<file path="src/rtl/iob_sync_fifo_ctrl_if.sv">
// FIFO user-side bundle: push/pop requests, returned pop data and occupancy status.
// The almost_full/almost_empty flags exist only when IOB_FIFO_ALMOST_EN is defined.
interface iob_sync_fifo_ctrl_if #(
   parameter int DATA_W = 8,
   parameter int ADDR_W = 4
);
   logic              push;
   logic [DATA_W-1:0] push_data;
   logic              pop;
   logic [DATA_W-1:0] pop_data;
   logic              pop_valid;
   logic              full;
   logic              empty;
   logic [ADDR_W:0]   level;
   logic              push_err;
   logic              pop_err;
`ifdef IOB_FIFO_ALMOST_EN
   logic              almost_full;
   logic              almost_empty;

   modport master (
      output push, push_data, pop,
      input  pop_data, pop_valid, full, empty, level, push_err, pop_err,
      input  almost_full, almost_empty
   );

   modport slave (
      input  push, push_data, pop,
      output pop_data, pop_valid, full, empty, level, push_err, pop_err,
      output almost_full, almost_empty
   );
`else
   modport master (
      output push, push_data, pop,
      input  pop_data, pop_valid, full, empty, level, push_err, pop_err
   );

   modport slave (
      input  push, push_data, pop,
      output pop_data, pop_valid, full, empty, level, push_err, pop_err
   );
`endif
endinterface

</file>
<file path="src/rtl/iob_sync_fifo_ctrl.sv">
// Single-clock FIFO controller driving a two-port RAM; optional almost flags via IOB_FIFO_ALMOST_EN.
// Latency: RAM enables/addresses are combinational; pop_data/pop_valid arrive one cycle after an accepted pop.
// Backpressure: push while full or pop while empty is dropped and reported by a one-cycle err pulse.
module iob_sync_fifo_ctrl #(
   parameter int DATA_W    = 8,
   parameter int ADDR_W    = 4
`ifdef IOB_FIFO_ALMOST_EN
   ,
   parameter int AFULL_TH  = 2**ADDR_W - 2,
   parameter int AEMPTY_TH = 1
`endif
) (
   input  logic                 clk,
   input  logic                 rst_n,
   iob_sync_fifo_ctrl_if.slave  fifo_if,
   output logic                 ram_w_en_o,
   output logic [ADDR_W-1:0]    ram_w_addr_o,
   output logic [DATA_W-1:0]    ram_data_in_o,
   output logic                 ram_r_en_o,
   output logic [ADDR_W-1:0]    ram_r_addr_o,
   input  logic [DATA_W-1:0]    ram_data_out_i
);

   localparam int              LVL_W    = ADDR_W + 1;
   localparam int              DEPTH    = 1 << ADDR_W;
   localparam logic [LVL_W-1:0] LVL_FULL = LVL_W'(DEPTH);
`ifdef IOB_FIFO_ALMOST_EN
   localparam logic [LVL_W-1:0] LVL_AF   = LVL_W'(AFULL_TH);
   localparam logic [LVL_W-1:0] LVL_AE   = LVL_W'(AEMPTY_TH);
`endif

   logic [ADDR_W-1:0] wptr_q, wptr_d;
   logic [ADDR_W-1:0] rptr_q, rptr_d;
   logic [LVL_W-1:0]  level_q, level_d;
   logic              full_q, full_d;
   logic              empty_q, empty_d;
   logic              pop_valid_q, pop_valid_d;
   logic              push_err_q, push_err_d;
   logic              pop_err_q, pop_err_d;
`ifdef IOB_FIFO_ALMOST_EN
   logic              afull_q, afull_d;
   logic              aempty_q, aempty_d;
`endif

   logic              push_ok;
   logic              pop_ok;

   // Enables are gated by rst_n so a request coincident with reset never touches the RAM.
   always_comb begin
      push_ok     = fifo_if.push & ~full_q & rst_n;
      pop_ok      = fifo_if.pop & ~empty_q & rst_n;

      wptr_d      = wptr_q;
      rptr_d      = rptr_q;
      level_d     = level_q;

      if (push_ok) begin
         wptr_d = wptr_q + ADDR_W'(1);
      end
      if (pop_ok) begin
         rptr_d = rptr_q + ADDR_W'(1);
      end

      unique case ({push_ok, pop_ok})
         2'b10:   level_d = level_q + LVL_W'(1);
         2'b01:   level_d = level_q - LVL_W'(1);
         default: level_d = level_q;
      endcase

      full_d      = (level_d == LVL_FULL);
      empty_d     = (level_d == '0);
      pop_valid_d = pop_ok;
      push_err_d  = fifo_if.push & full_q;
      pop_err_d   = fifo_if.pop & empty_q;
`ifdef IOB_FIFO_ALMOST_EN
      afull_d     = (level_d >= LVL_AF);
      aempty_d    = (level_d <= LVL_AE);
`endif
   end

   always_ff @(posedge clk) begin
      if (!rst_n) begin
         wptr_q      <= '0;
         rptr_q      <= '0;
         level_q     <= '0;
         full_q      <= 1'b0;
         empty_q     <= 1'b1;
         pop_valid_q <= 1'b0;
         push_err_q  <= 1'b0;
         pop_err_q   <= 1'b0;
`ifdef IOB_FIFO_ALMOST_EN
         afull_q     <= 1'b0;
         aempty_q    <= 1'b1;
`endif
      end else begin
         wptr_q      <= wptr_d;
         rptr_q      <= rptr_d;
         level_q     <= level_d;
         full_q      <= full_d;
         empty_q     <= empty_d;
         pop_valid_q <= pop_valid_d;
         push_err_q  <= push_err_d;
         pop_err_q   <= pop_err_d;
`ifdef IOB_FIFO_ALMOST_EN
         afull_q     <= afull_d;
         aempty_q    <= aempty_d;
`endif
      end
   end

   assign ram_w_en_o        = push_ok;
   assign ram_w_addr_o      = wptr_q;
   assign ram_data_in_o     = fifo_if.push_data;
   assign ram_r_en_o        = pop_ok;
   assign ram_r_addr_o      = rptr_q;

   // RAM read data is registered inside the RAM, so it lines up with pop_valid_q.
   assign fifo_if.pop_data  = ram_data_out_i;
   assign fifo_if.pop_valid = pop_valid_q;
   assign fifo_if.full      = full_q;
   assign fifo_if.empty     = empty_q;
   assign fifo_if.level     = level_q;
   assign fifo_if.push_err  = push_err_q;
   assign fifo_if.pop_err   = pop_err_q;
`ifdef IOB_FIFO_ALMOST_EN
   assign fifo_if.almost_full  = afull_q;
   assign fifo_if.almost_empty = aempty_q;
`endif

   a_level_bound: assert property (@(posedge clk) disable iff (!rst_n)
      level_q <= LVL_FULL);
   a_full_decode: assert property (@(posedge clk) disable iff (!rst_n)
      full_q == (level_q == LVL_FULL));
   a_empty_decode: assert property (@(posedge clk) disable iff (!rst_n)
      empty_q == (level_q == '0));
   a_no_both_flags: assert property (@(posedge clk) disable iff (!rst_n)
      !(full_q && empty_q));

endmodule
</file>
<file path="src/flat_wrapper.sv">
// flat-port wrapper written by rule: the top's interface ports become plain ports
module iob_sync_fifo_ctrl_flat 
#(
   parameter int DATA_W    = 8,
   parameter int ADDR_W    = 4

)
  (clk, rst_n, ram_w_en_o, ram_w_addr_o, ram_data_in_o, ram_r_en_o, ram_r_addr_o, ram_data_out_i, fifo_if_push, fifo_if_push_data, fifo_if_pop, fifo_if_pop_data, fifo_if_pop_valid, fifo_if_full, fifo_if_empty, fifo_if_level, fifo_if_push_err, fifo_if_pop_err);
  iob_sync_fifo_ctrl_if #(.DATA_W(DATA_W), .ADDR_W(ADDR_W)) fifo_if_i ();
  input  logic clk;
  input  logic rst_n;
  output logic ram_w_en_o;
  output logic [ADDR_W-1:0] ram_w_addr_o;
  output logic [DATA_W-1:0] ram_data_in_o;
  output logic ram_r_en_o;
  output logic [ADDR_W-1:0] ram_r_addr_o;
  input  logic [DATA_W-1:0] ram_data_out_i;
  input wire logic [$bits(fifo_if_i.push)-1:0] fifo_if_push;
  input wire logic [$bits(fifo_if_i.push_data)-1:0] fifo_if_push_data;
  input wire logic [$bits(fifo_if_i.pop)-1:0] fifo_if_pop;
  output wire logic [$bits(fifo_if_i.pop_data)-1:0] fifo_if_pop_data;
  output wire logic [$bits(fifo_if_i.pop_valid)-1:0] fifo_if_pop_valid;
  output wire logic [$bits(fifo_if_i.full)-1:0] fifo_if_full;
  output wire logic [$bits(fifo_if_i.empty)-1:0] fifo_if_empty;
  output wire logic [$bits(fifo_if_i.level)-1:0] fifo_if_level;
  output wire logic [$bits(fifo_if_i.push_err)-1:0] fifo_if_push_err;
  output wire logic [$bits(fifo_if_i.pop_err)-1:0] fifo_if_pop_err;
  assign fifo_if_i.push = fifo_if_push;
  assign fifo_if_i.push_data = fifo_if_push_data;
  assign fifo_if_i.pop = fifo_if_pop;
  assign fifo_if_pop_data = fifo_if_i.pop_data;
  assign fifo_if_pop_valid = fifo_if_i.pop_valid;
  assign fifo_if_full = fifo_if_i.full;
  assign fifo_if_empty = fifo_if_i.empty;
  assign fifo_if_level = fifo_if_i.level;
  assign fifo_if_push_err = fifo_if_i.push_err;
  assign fifo_if_pop_err = fifo_if_i.pop_err;
  iob_sync_fifo_ctrl #(.DATA_W(DATA_W), .ADDR_W(ADDR_W)) u_core (.clk(clk), .rst_n(rst_n), .fifo_if(fifo_if_i), .ram_w_en_o(ram_w_en_o), .ram_w_addr_o(ram_w_addr_o), .ram_data_in_o(ram_data_in_o), .ram_r_en_o(ram_r_en_o), .ram_r_addr_o(ram_r_addr_o), .ram_data_out_i(ram_data_out_i));
endmodule
</file>
<file path="config.mk">
export PLATFORM = sky130hd
export DESIGN_NAME = iob_sync_fifo_ctrl_flat
export DESIGN_NICKNAME = d
export VERILOG_FILES = /design/src/rtl/iob_sync_fifo_ctrl_if.sv /design/src/rtl/iob_sync_fifo_ctrl.sv /design/src/flat_wrapper.sv
export SDC_FILE = /design/constraint.sdc
export NUM_CORES = 1
export LEC_CHECK = 0
export ABC_AREA = 1
export BUFFER_PORTS_ARGS = -buffer_cell sky130_fd_sc_hd__buf_2
export CAP_MARGIN = 20
export CORE_MARGIN = 3
export CORE_UTILIZATION = 40
export DETAILED_ROUTE_END_ITERATION = 7
export GPL_ROUTABILITY_DRIVEN = 1
export MAX_ROUTING_LAYER = met4
export PLACE_DENSITY = 0.77
export RECOVER_POWER = 100
export SKIP_CTS_REPAIR_TIMING = 1
export SYNTH_ARGS = -nofsm -noshare
export SYNTH_HDL_FRONTEND = slang
export SYNTH_SLANG_ARGS = --single-unit
</file>
<file path="constraint.sdc">
create_clock -name clk -period 1.9 [get_ports clk]
set_clock_uncertainty 0.15 [all_clocks]
set_input_delay 0.38 -clock clk [delete_from_list [all_inputs] [get_ports clk]]
set_output_delay 0.38 -clock clk [all_outputs]
set_load 0.005 [all_outputs]
</file>
==> results.tsv <==
metric	value	unit
result of the run	finished clean	
count of clock tree sinks	18	
pin count of the biggest net entering global routing	11	
number of buffers added by the clock tree synthesis step	3	
critical path type	reg2out	
number of port buffers	23	
peak-usage layer in the global routing report	met2	
Arrival @ worst endpoint	1240	ps
placement-stage cell area	0.001077	mm²
number of max-slew violations in the final report	0	
TNS Setup	0	ps
Via-to-Cell Ratio	4.935	
initial antenna violation count	0	
GRT Overall Usage	14.81	%
fraction of layout instances using a drive strength above 1	30.13	%
time the final worst path needs with I/O delays and setup	1771	ps
footprint of the multi-input gates	449.2	µm²
total standard cell area after synthesis	983.4	µm²
total number of nets in the final design	182	
Synth area leader	dfxtp_1	
final weighted congestion in routability-driven placement	0.9090	
leading cell type in the layout, fill and taps excluded	nand2_1	
die height	55.59	µm
actual slew at the worst max-slew pin	280.1	ps
post-route design area	0.001130	mm²
Tcrit/Tclk final	93.19	%
Layout Area Growth over Synthesis	14.89	%
root buffer cell	clkbuf_4	
# DRC	0	
insertion delay of the later-clocked pin in the worst-skew pair	280	ps
IO Count	56	
number of distinct library cells after synthesis	18	
vias in the first global route	872	
placed wire-length estimate	1.685	mm
number of H-tree levels	1	
met3 track demand over resource in global routing	6.497	%
total via count in the routed design	908	
worst slew margin relative to its limit	81.33	%
clock tree from TritonCTS	built	
count of max-cap constraint violations	0	
first-pass GRT wire length	3.691	mm
die boundary width	55.59	µm
number of iterations in the first detailed-routing pass	4	
met2 Usage GRT	24.49	%
count of filler cells inserted in the layout	236	
final setup violation count	0	
total core area	0.002276	mm²
initial core utilization	43.21	%
count of endpoints failing hold in the final timing report	0	
buffers from clock root to sink, at most	2	
power per unit of standard cell area	723.3	mW/mm²
share of the synthesized area in the top cell type	36.64	%
worst path required time	1370	ps
syn_area_per_cell	7.178	µm²
Critical Path Sink Type	primary output	
P_leak	0.5730	nW
Syn Nets	161	
Reg clk slew, reported paths	90	ps
global-route met1 utilization	16.12	%
number of diodes	0	
Critical Path Source Type	flop	
Cell Rows	17	
post-synthesis register bit count	18	
synthesized netlist cell count	137	
Synth area leaders	dfxtp_1, buf_4, nand2_1	
highest clock rate	564.8	MHz
maximum fanout encountered on the critical timing path	7	
wire per inst	11.45	µm
worst hold path class	in2reg	
aggregate global routing overflow	0	
post-detailed-route count of antenna-violating nets	0	
part of the Yosys area used for sequential elements	36.64	%
area of all sequential standard cells	365.4	µm²
total of warnings raised by yosys	0	
detailed router's first-iteration violation count	22	
leading cell types in the layout, fill and taps excluded	nand2_1, buf_2, inv_1	
Die Area	0.003090	mm²
worst supply voltage drop on vdd	0.5212	mV
Routed Wire Length	2.106	mm
## power by group
group          switching, mW  internal (mW)  total (mW)
Sequential            0.0260          0.405       0.431
Clock                  0.107         0.0736       0.181
Combinational          0.114         0.0922       0.206
## Yosys cell counts
library cell / number
nand3_2: 1
a21oi_1: 6
o21ai_1: 1
inv_1: 18
nand2_1: 29
o211ai_1: 1
o21a_1: 2
clkbuf_1: 1
nor2_2: 1
nand3_1: 14
ha_1: 4
xor2_1: 1
buf_4: 17
o21ai_0: 5
nand2_2: 3
nor2_1: 10
nand4_1: 5
dfxtp_1: 18
## sequential cells by signal, indices dropped and copies added (netlist names)
register	count
u_core.fifo_if.empty	1
u_core.fifo_if.full	1
u_core.fifo_if.level	5
u_core.fifo_if.pop_err	1
u_core.fifo_if.pop_valid	1
u_core.fifo_if.push_err	1
u_core.ram_r_addr_o	4
u_core.ram_w_addr_o	4
## worst max-delay path, stage by stage, from the launching register on
cell and delay [ps]:
dfxtp_2 340, inv_2 70, nand3_4 100, buf_4 150
inv_1 140, buf_2 140
## path summary, 6_finish.rpt
check / slack [ps] / end / cells after the start / start
worst max register to register: 150 / u_core.fifo_if.full$_SDFF_PN0_ / 12 / u_core.fifo_if.full$_SDFF_PN0_
worst max-delay path: 130 / ram_w_en_o / 5 / u_core.fifo_if.full$_SDFF_PN0_
worst min-delay path: 200 / u_core.fifo_if.push_err$_SDFF_PN0_ / 3 / fifo_if_push
worst min register to register: 310 / u_core.ram_w_addr_o[3]$_SDFFE_PN0P_ / 2 / u_core.ram_w_addr_o[3]$_SDFFE_PN0P_
## final cells by class
| class | count | share of cell area, % |
|---|---|---|
| flip-flops and latches | 18 | 32.34 |
| well taps | 28 | 3.101 |
| repair buffers | 34 | 16.83 |
| multi-input cells | 83 | 39.76 |
| inverters | 18 | 5.980 |
| clock buffers | 3 | 1.993 |
## kinds of logic (layout without fill, tap and decap cells)
family / Yosys count / after routing / share of synthesized area, %
adders and majority gates: 4 / 4 / 5.089
xor gates and xnor gates: 1 / 1 / 0.8907
DFF: 18 / 18 / 36.64
AOI/OAI and AO/OA: 15 / 15 / 8.396
and+or+nand+nor: 63 / 63 / 28.75
buffers and inverters: 36 / 55 / 20.23
## per-stage QoR
step                std cells  hold slack [ps]  power, mW  util (%)  worst slack (ps)
floorplan                 137            305.6     0.5728         -             106.3
global placement          180            293.3     0.6298     47.33            -126.4
detailed placement        180            303.4     0.6341     47.33            -179.8
CTS                       183            179.0     0.8193     48.32            -8.383
global route              184            219.9     0.8727     49.64            -4.464
finish                    184            203.9     0.8172     49.64             129.5
## per-layer routing
layer  share of wire [%]  routed length, µm
met1                  44                923
met2                  46                974
met3                 9.4                198
met4                0.47                 10
met5                   0                  0
Note: power is estimated with default switching activity, not from simulation.
